## src/rtl/aes_ctrl_pkg.sv

```systemverilog
// Shared types, constants and FIPS-197 example vectors for the iterative AES controller.
package aes_ctrl_pkg;

    typedef enum logic [1:0] {IDLE, ISSUE, WAIT, DONE} aes_fsm_t;

    localparam int NR_128    = 10;
    localparam int NR_192    = 12;
    localparam int NR_256    = 14;
    localparam int AES_BLK_W = 128;
    localparam int LAT_CNT_W = 4;

    // Keys are left-aligned in 256 bits so all three key sizes share one type.
    localparam logic [AES_BLK_W-1:0] FIPS_PT     = 128'h00112233445566778899aabbccddeeff;
    localparam logic [255:0]         FIPS_C1_KEY = {128'h000102030405060708090a0b0c0d0e0f, 128'h0};
    localparam logic [AES_BLK_W-1:0] FIPS_C1_CT  = 128'h69c4e0d86a7b0430d8cdb78070b4c55a;
    localparam logic [255:0]         FIPS_C2_KEY = {192'h000102030405060708090a0b0c0d0e0f1011121314151617, 64'h0};
    localparam logic [AES_BLK_W-1:0] FIPS_C2_CT  = 128'hdda97ca4864cdfe06eaf70a0ec0d7191;
    localparam logic [255:0]         FIPS_C3_KEY = 256'h000102030405060708090a0b0c0d0e0f101112131415161718191a1b1c1d1e1f;
    localparam logic [AES_BLK_W-1:0] FIPS_C3_CT  = 128'h8ea2b7ca516745bfeafc49904b496089;

endpackage

```

## src/rtl/aes_lat_timer.sv

```systemverilog
// Round-datapath latency timer: loads to 1 on issue, counts while waiting,
// and flags the cycle in which the datapath result is valid.
module aes_lat_timer
    import aes_ctrl_pkg::*;
#(
    parameter int DP_LAT = 2
) (
    input  logic clk,
    input  logic rst,
    input  logic load,
    input  logic en,
    output logic lat_done
);

    logic [LAT_CNT_W-1:0] lat_cnt;

    always_ff @(posedge clk or negedge rst) begin
        if (!rst) begin
            lat_cnt <= '0;
        end else if (load) begin
            lat_cnt <= LAT_CNT_W'(1);
        end else if (en) begin
            lat_cnt <= lat_cnt + LAT_CNT_W'(1);
        end
    end

    assign lat_done = (lat_cnt == LAT_CNT_W'(DP_LAT));

endmodule

```

## src/rtl/aes_round_sequencer.sv

```systemverilog
// Iterative AES encryption controller: initial AddRoundKey in-house, then NR
// issues to an external fixed-latency round datapath, one round key per issue.
module aes_round_sequencer
    import aes_ctrl_pkg::*;
#(
    parameter int NR     = 10,
    parameter int DP_LAT = 2,
    parameter int RKW    = 4
) (
    input  logic                 clk,
    input  logic                 rst,
    input  logic                 in_valid,
    output logic                 in_ready,
    input  logic [AES_BLK_W-1:0] in_block,
    output logic                 out_valid,
    input  logic                 out_ready,
    output logic [AES_BLK_W-1:0] out_block,
    output logic [RKW-1:0]       rk_idx,
    input  logic [AES_BLK_W-1:0] rk_data,
    output logic                 dp_valid,
    output logic [AES_BLK_W-1:0] dp_state,
    output logic [AES_BLK_W-1:0] dp_key,
    output logic                 dp_last,
    input  logic [AES_BLK_W-1:0] dp_result,
    output logic                 busy
);

    aes_fsm_t             fsm;
    logic [RKW-1:0]       round;
    logic [AES_BLK_W-1:0] state_reg;
    logic                 lat_load;
    logic                 lat_en;
    logic                 lat_done;
    logic                 round_last;

    assign lat_load   = (fsm == ISSUE);
    assign lat_en     = (fsm == WAIT);
    assign round_last = (round == RKW'(NR));

    aes_lat_timer #(.DP_LAT(DP_LAT)) u_lat_timer (
        .clk      (clk),
        .rst      (rst),
        .load     (lat_load),
        .en       (lat_en),
        .lat_done (lat_done)
    );

    // Handshake/issue flags are registered alongside the state so they toggle on the transition edge.
    always_ff @(posedge clk or negedge rst) begin
        if (!rst) begin
            fsm       <= IDLE;
            round     <= '0;
            state_reg <= '0;
            in_ready  <= 1'b1;
            out_valid <= 1'b0;
            dp_valid  <= 1'b0;
            dp_last   <= 1'b0;
            busy      <= 1'b0;
        end else begin
            case (fsm)
                IDLE: begin
                    if (in_valid && in_ready) begin
                        state_reg <= in_block ^ rk_data;
                        round     <= RKW'(1);
                        fsm       <= ISSUE;
                        in_ready  <= 1'b0;
                        busy      <= 1'b1;
                        dp_valid  <= 1'b1;
                        dp_last   <= (NR == 1);
                    end
                end
                ISSUE: begin
                    fsm      <= WAIT;
                    dp_valid <= 1'b0;
                    dp_last  <= 1'b0;
                end
                WAIT: begin
                    if (lat_done) begin
                        state_reg <= dp_result;
                        if (round_last) begin
                            fsm       <= DONE;
                            out_valid <= 1'b1;
                        end else begin
                            round    <= round + RKW'(1);
                            fsm      <= ISSUE;
                            dp_valid <= 1'b1;
                            dp_last  <= (round + RKW'(1) == RKW'(NR));
                        end
                    end
                end
                DONE: begin
                    if (out_ready) begin
                        fsm       <= IDLE;
                        round     <= '0;
                        out_valid <= 1'b0;
                        in_ready  <= 1'b1;
                        busy      <= 1'b0;
                    end
                end
                default: fsm <= IDLE;
            endcase
        end
    end

    assign rk_idx    = round;
    assign dp_state  = state_reg;
    assign dp_key    = rk_data;
    assign out_block = out_valid ? state_reg : '0;

endmodule

```

## config.mk

```make
export PLATFORM = sky130hd
export DESIGN_NAME = aes_round_sequencer
export DESIGN_NICKNAME = d
export VERILOG_FILES = /design/src/rtl/aes_ctrl_pkg.sv /design/src/rtl/aes_lat_timer.sv /design/src/rtl/aes_round_sequencer.sv
export SDC_FILE = /design/constraint.sdc
export NUM_CORES = 1
export LEC_CHECK = 0
export CORE_AREA = 5 5 303 305
export CTS_CLUSTER_DIAMETER = 50
export DETAILED_ROUTE_END_ITERATION = 16
export DIE_AREA = 0 0 308 310
export PLACE_DENSITY_LB_ADDON = 0.15
export SYNTH_ARGS = -nofsm -noshare
export SYNTH_HDL_FRONTEND = slang
export SYNTH_SLANG_ARGS = --single-unit
```

## constraint.sdc

```tcl
create_clock -name clk -period 2.35 [get_ports clk]
set_clock_uncertainty 0.2 [all_clocks]
set_input_delay 0.47 -clock clk [delete_from_list [all_inputs] [get_ports clk]]
set_output_delay 0.47 -clock clk [all_outputs]
set_load 0.03 [all_outputs]
```

### Yosys cells after proc, flatten, opt, wreduce, memory -nomap -nowiden

Index checks and enable logic that the tools add are counted.

| cells by class | value |
|---|---|
| reduce and logical (&&, ||, !) cells | 14 |
| eq/ne operators | 11 |
| $add $sub $neg | 2 |
| bitwise logic cells | 1 |
| muxes and demuxes | 31 |

Operator list:

| operator | count |
|---|---|
| two-way mux 128 bit | 3 |
| case mux 128 bit (2 select lines) | 1 |
| bitwise XOR 128 bit | 1 |
| two-way mux 4 bit | 6 |
| case mux 4 bit (3 select lines) | 1 |
| two-way mux 1 bit | 10 |
| AND reduction 3 bit | 3 |
| adder 4 x 1 -> 4 bit (second input constant) | 2 |
| equality test 4 bit (second input constant) | 2 |
| two-way mux 2 bit | 4 |
| case mux 2 bit (4 select lines) | 1 |
| AND reduction 4 bit | 2 |
| nonzero test 2 bit | 4 |
| inequality test 2 bit (second input constant) | 3 |
| case mux 1 bit (2 select lines) | 3 |
| case mux 1 bit (3 select lines) | 2 |
| nonzero test 3 bit | 2 |
| AND reduction 5 bit | 1 |
| equality test 2 bit (second input constant) | 2 |
| equality test 4 x 2 -> 1 bit (second input constant) | 1 |
| inequality test 2 x 1 -> 1 bit (second input constant) | 2 |
| equality test 2 x 1 -> 1 bit (second input constant) | 1 |
| logical NOT 2 bit | 1 |
| logical AND 1 bit | 1 |

| word-level totals | value |
|---|---|
| input port bits | 388 |
| output and inout port bits | 393 |
| register bits | 143 |

### Depth between registers and ports, before layout

Gate-level depths: netlist of run 1.

| depth | value |
|---|---|
| depth in word-level cells | 5 |
| depth in mapped cells | 11 |
| mapped depth without buffers | 6 |

### Cells and area by module

Synthesis of run 1 repeated with hierarchy kept, for this count alone.

| unflattened totals | value |
|---|---|
| cells, all modules | 902 |
| area, all modules | 10143.5 µm² |

By module, submodules not included:

| module | cells each | area each (µm²) | times used | sequential area each (µm²) |
|---|---|---|---|---|
| aes_round_sequencer | 882 | 9919.5 | 1 | 3479.6 |
| aes_lat_timer | 20 | 224.0 | 1 | 100.1 |

### Least setup slack after synthesis of run 1

OpenSTA, ideal clock, no wires.

| timing path | value |
|---|---|
| path kind | reg-to-reg |
| from | reg u_lat_timer.lat_cnt[0] |
| to | reg round[1], in the netlist rk_idx[1] |
| cell stages (with the launch flop) | 8 |
| arrival time | 2065 ps |
| period minus slack after synthesis | 2391 ps |
| required time | 2025 ps |
| buffers on the path | 1 |
| setup slack | -41 ps |
| setup time | 125 ps |
| path through | dfrtp_1 inv_1 ha_1 or3b_1 buf_2 a211o_1 or3_4 mux2_4 |

| on the way | value |
|---|---|
| longest elaborated chain between the ends | 3 |

Ends and longest elaborated chain:

| item | line | RTL |
|---|---|---|
| start: declaration | aes_lat_timer.sv:15 | `logic [LAT_CNT_W-1:0] lat_cnt;` |
| start signal: assignment | aes_lat_timer.sv:23 | `lat_cnt <= lat_cnt + LAT_CNT_W'(1);` |
| equality test 4 x 2 -> 1 bit | aes_lat_timer.sv:27 | `assign lat_done = (lat_cnt == LAT_CNT_W'(DP_LAT));` |
| inequality test 2 x 1 -> 1 bit (no source line) | n/a |  |
| AND reduction 5 bit (no source line) | n/a |  |
| end signal: assignment | aes_round_sequencer.sv:84 | `round <= round + RKW'(1);` |
| end: declaration | aes_round_sequencer.sv:29 | `logic [RKW-1:0] round;` |

No other way between the ends.
A chain may end at the register's enable or synchronous reset.

### Worst setup path in the final report of run 1

| timing path | value |
|---|---|
| from | in rk_data[107] |
| to | out dp_key[107] |

RTL lines:

| item | line | RTL |
|---|---|---|
| start: declaration | aes_round_sequencer.sv:19 | `input logic [AES_BLK_W-1:0] rk_data,` |
| end: declaration | aes_round_sequencer.sv:22 | `output logic [AES_BLK_W-1:0] dp_key,` |

No word-level cell between the ends.

==> results.ini, run 1 <==
[hold_path]
min_path_type = input port to asynchronous set/reset pin

[setup_path]
reg2reg_to = rk_idx[1]$_DFFE_PN0P_
critical_path_class = input port to output port
path_cells = clkdlybuf4s50_1, clkdlybuf4s50_1
worstPathArrival_ns = 1.66
startpoint_type = input port
crit_family = buffers and inverters
ff2ff_setup_slack_ns = 0.08
cp.required_ns = 1.68
reg2reg_from = u_lat_timer.lat_cnt[0]$_DFFE_PN0P_
reg2regPathDepth = 6
worstPathMaxFanout = 2
cp-end-kind = output port
worst_path_largest_cell_delay_ns = 0.68
critPathMostFrequentCell = clkdlybuf4s50_1
worst-path-buf-inv = 2
cp_slowest_cell = clkdlybuf4s50_1

[floorplan]
ios = 781
dieWidth_um = 308
dieHeight_um = 310
fp-row-count = 110
core_area_mm2 = 0.0890
initial_core_util_pct = 10.8
die_area_mm2 = 0.0955

[cells_and_area]
final_cells = 3056
syn_to_final_growth_pct = 103
fin_util_pct = 22.0
layout-drive-gt1-share_pct = 22.8
fin_nets = 2266

[detailed_routing]
drt_iter0_drc = 239
wl_per_cell_um = 18.1
dr.pass1.iters = 4
wl_met2_mm = 28.8
viasPerCell = 3.39
final_antenna_net_count = 0
vias = 10400
maxUsedRoutingLayer = met5
wirelength_met1_mm = 20.8
wirelength_mm = 55.4
wl_met3_mm = 4.51
drc = 0

[flow_run]
max_cap_viol_count = 0

[logic_synthesis]
synth_area_mm2 = 0.00963
synth_cell_types = 41
yosysSeqAreaShare_pct = 37.2
async_flop_share_pct = 100
synth_nets = 1594
synth_cells = 1194
avgSynthCellArea_um2 = 8.06
ys.flop_type = dfrtp_1
synth-edff-count = 0
ys_warn_count = 0
ys_ff_latch = 143

[pwr]
switching_power_mw = 13.0
pwr-share-comb_pct = 70.7
sw_frac_of_total_pct = 49.0
p_int_mw = 13.6
ir_worst_vdd_v = 0.000545
seq_power_share_pct = 18.3
p_leak_nw = 8.15
powerDensity_mw_per_mm2 = 1360
clockPowerShare_pct = 11.0
p_total_mw = 26.6

[clock_tree]
clock-sinks = 143
cts_buffer_depth = 2
cts_made_buffers = 17
root_buffer = clkbuf_16
cts_tree = yes
clk-insertion-delay-late_ns = 0.46
htreeDepth = 4
clk_pin_slew_ns = 0.07

[place]
io_buffers = 780
dp.cells = 3008
dp_hpwl_mm = 45.5
gp_congestion = 0.804

[outcome]
status = completed

[sta]
finalCritPeriodShare_pct = 99.0
clock.fmax_mhz = 430
period_needed_ns = 2.33
slew_violations = 0
rsz0062_at_grt = yes
finalHoldViolations = 0
setup_viol = 0
slew_headroom_pct = 63.2
worstMarginPinSlew_ns = 0.552

[grt]
grt_start_max_net_pins = 106
grt_use_total_pct = 10.7
globalRouteOverflowTotal = 0
antenna_found_initial = 3
grt_pass1_wl_mm = 75.7
grt_pass1_vias = 11300

## state kept, by name, summed over array words and instances (netlist names)
register / count
dp_state: 128
busy: 1
out_valid: 1
rk_idx: 4
fsm: 2
u_lat_timer.lat_cnt: 4
in_ready: 1
dp_last: 1
dp_valid: 1
## power groups by stage
stage                     Sequential (mW)  Clock [mW]  Combinational (mW)
after floorplan                      6.67           0                7.44
after CTS                            4.91        3.12                18.3
final                                4.85        2.94                18.8
after global routing                 5.08        3.20                20.3
after detailed placement             4.99           0                17.7
after global placement               4.96           0                17.7
## layer usage
metal	global-route usage, %	up-vias
li1	-	5113
met1	11.7	4736
met2	19.6	467
met3	3.74	52
met4	3.01	2
met5	0	-
## worst max path at each step
stage                                        to  slack (ns)                               start  cells past startpoint
after floorplan           rk_idx[1]$_DFFE_PN0P_      -0.005  u_lat_timer.lat_cnt[0]$_DFFE_PN0P_                      7
after global placement    rk_idx[1]$_DFFE_PN0P_       -0.07                            in_valid                      5
after detailed placement  rk_idx[1]$_DFFE_PN0P_       -0.05                            in_valid                      5
after CTS                         out_block[90]       -0.08               out_valid$_DFFE_PN0P_                      4
after global routing              out_block[84]       -0.05               out_valid$_DFFE_PN0P_                      4
final                               dp_key[107]        0.02                        rk_data[107]                      2
## cell usage in the layout (no fill, tap or decap), types with 3 or more instances in the layout
cell type	instances
clkbuf_16	21
buf_8	3
inv_1	7
buf_12	63
clkdlybuf4s50_1	507
buf_6	70
o21ai_0	95
xnor2_1	129
nand2_1	134
ha_1	11
nor2_1	134
and2_1	69
nor2b_1	4
buf_16	6
and2_4	59
nand3b_1	3
nand3_1	4
a21oi_1	132
buf_4	179
o21ai_1	40
inv_6	3
dlygate4sd2_1	20
dfrtp_1	141
clkinv_4	4
## cell families after synthesis
family / Yosys count / share of synthesized area, %
xor+xnor: 129 / 11.7
mux: 3 / 0.377
compound gates: 284 / 15.3
flops: 143 / 37.2
fa+ha+maj: 12 / 1.56
buf+inv: 209 / 13.8
simple gates: 414 / 20.1
## through the flow
stage / hold slack [ns] / cell area (um^2) / setup TNS [ns] / setup WS [ns]
2_1_floorplan: -0.0256 / 9630 / -0.120 / -0.00460
3_3_place_gp: 0.0871 / 18300 / -0.144 / -0.0661
3_5_place_dp: 0.0882 / 18300 / -0.659 / -0.0482
4_1_cts: 0.141 / 19100 / -1.32 / -0.0769
5_1_grt: 0.143 / 19600 / -1.64 / -0.0480
6_report: 0.191 / 19600 / 0 / 0.0231
## cell type report
type / instances / area, um^2
Fill cell: 9789 / 69500
Timing Repair Buffer: 855 / 8990
Multi-Input combinational cell: 842 / 4910
Sequential cell: 143 / 3580
Tap cell: 1176 / 1470
Clock buffer: 19 / 453
Clock inverter: 13 / 153
Inverter: 7 / 26.3
Antenna cell: 1 / 2.50
## cell usage after synthesis, types with 2 or more instances
master	instances	share of area (%)
nor3b_1	2	0.16
ha_1	12	1.6
nand3b_1	3	0.23
buf_2	6	0.31
inv_1	7	0.27
o21ai_0	95	4.9
buf_6	7	0.82
nor2b_1	4	0.26
nor2_1	134	5.2
and2_1	128	8.3
xnor2_1	129	12
o21ai_1	40	2.1
a21oi_1	134	7.0
nand3_1	4	0.21
dfrtp_1	142	37
nand2_1	134	5.2
clkbuf_1	61	2.4
buf_4	128	10
o31ai_1	2	0.16
## repair_timing
item	4_1_cts	5_1_grt
hold buffers	1	0
setup buffers	3	3
gates resized for setup	75	100
gates cloned	2	6
endpoints found under the setup margin	153	188
pin swaps	0	1
endpoints found under the hold margin	142	0
Note: power is estimated with default switching activity, not from simulation.
==> run 2: changes to the inputs <==
--- a/config.mk
+++ b/config.mk
@@ -5,10 +5,12 @@
 export SDC_FILE = /design/constraint.sdc
 export NUM_CORES = 1
 export LEC_CHECK = 0
+export ABC_CLOCK_PERIOD_IN_PS = 2350
 export CORE_AREA = 5 5 303 305
 export CTS_CLUSTER_DIAMETER = 50
 export DETAILED_ROUTE_END_ITERATION = 16
 export DIE_AREA = 0 0 308 310
+export HOLD_SLACK_MARGIN = 0.1
 export PLACE_DENSITY_LB_ADDON = 0.15
 export SYNTH_ARGS = -nofsm -noshare
 export SYNTH_HDL_FRONTEND = slang
==> results of run 2 <==
The final DEF is identical to that of run 1; final timing and power are the same.
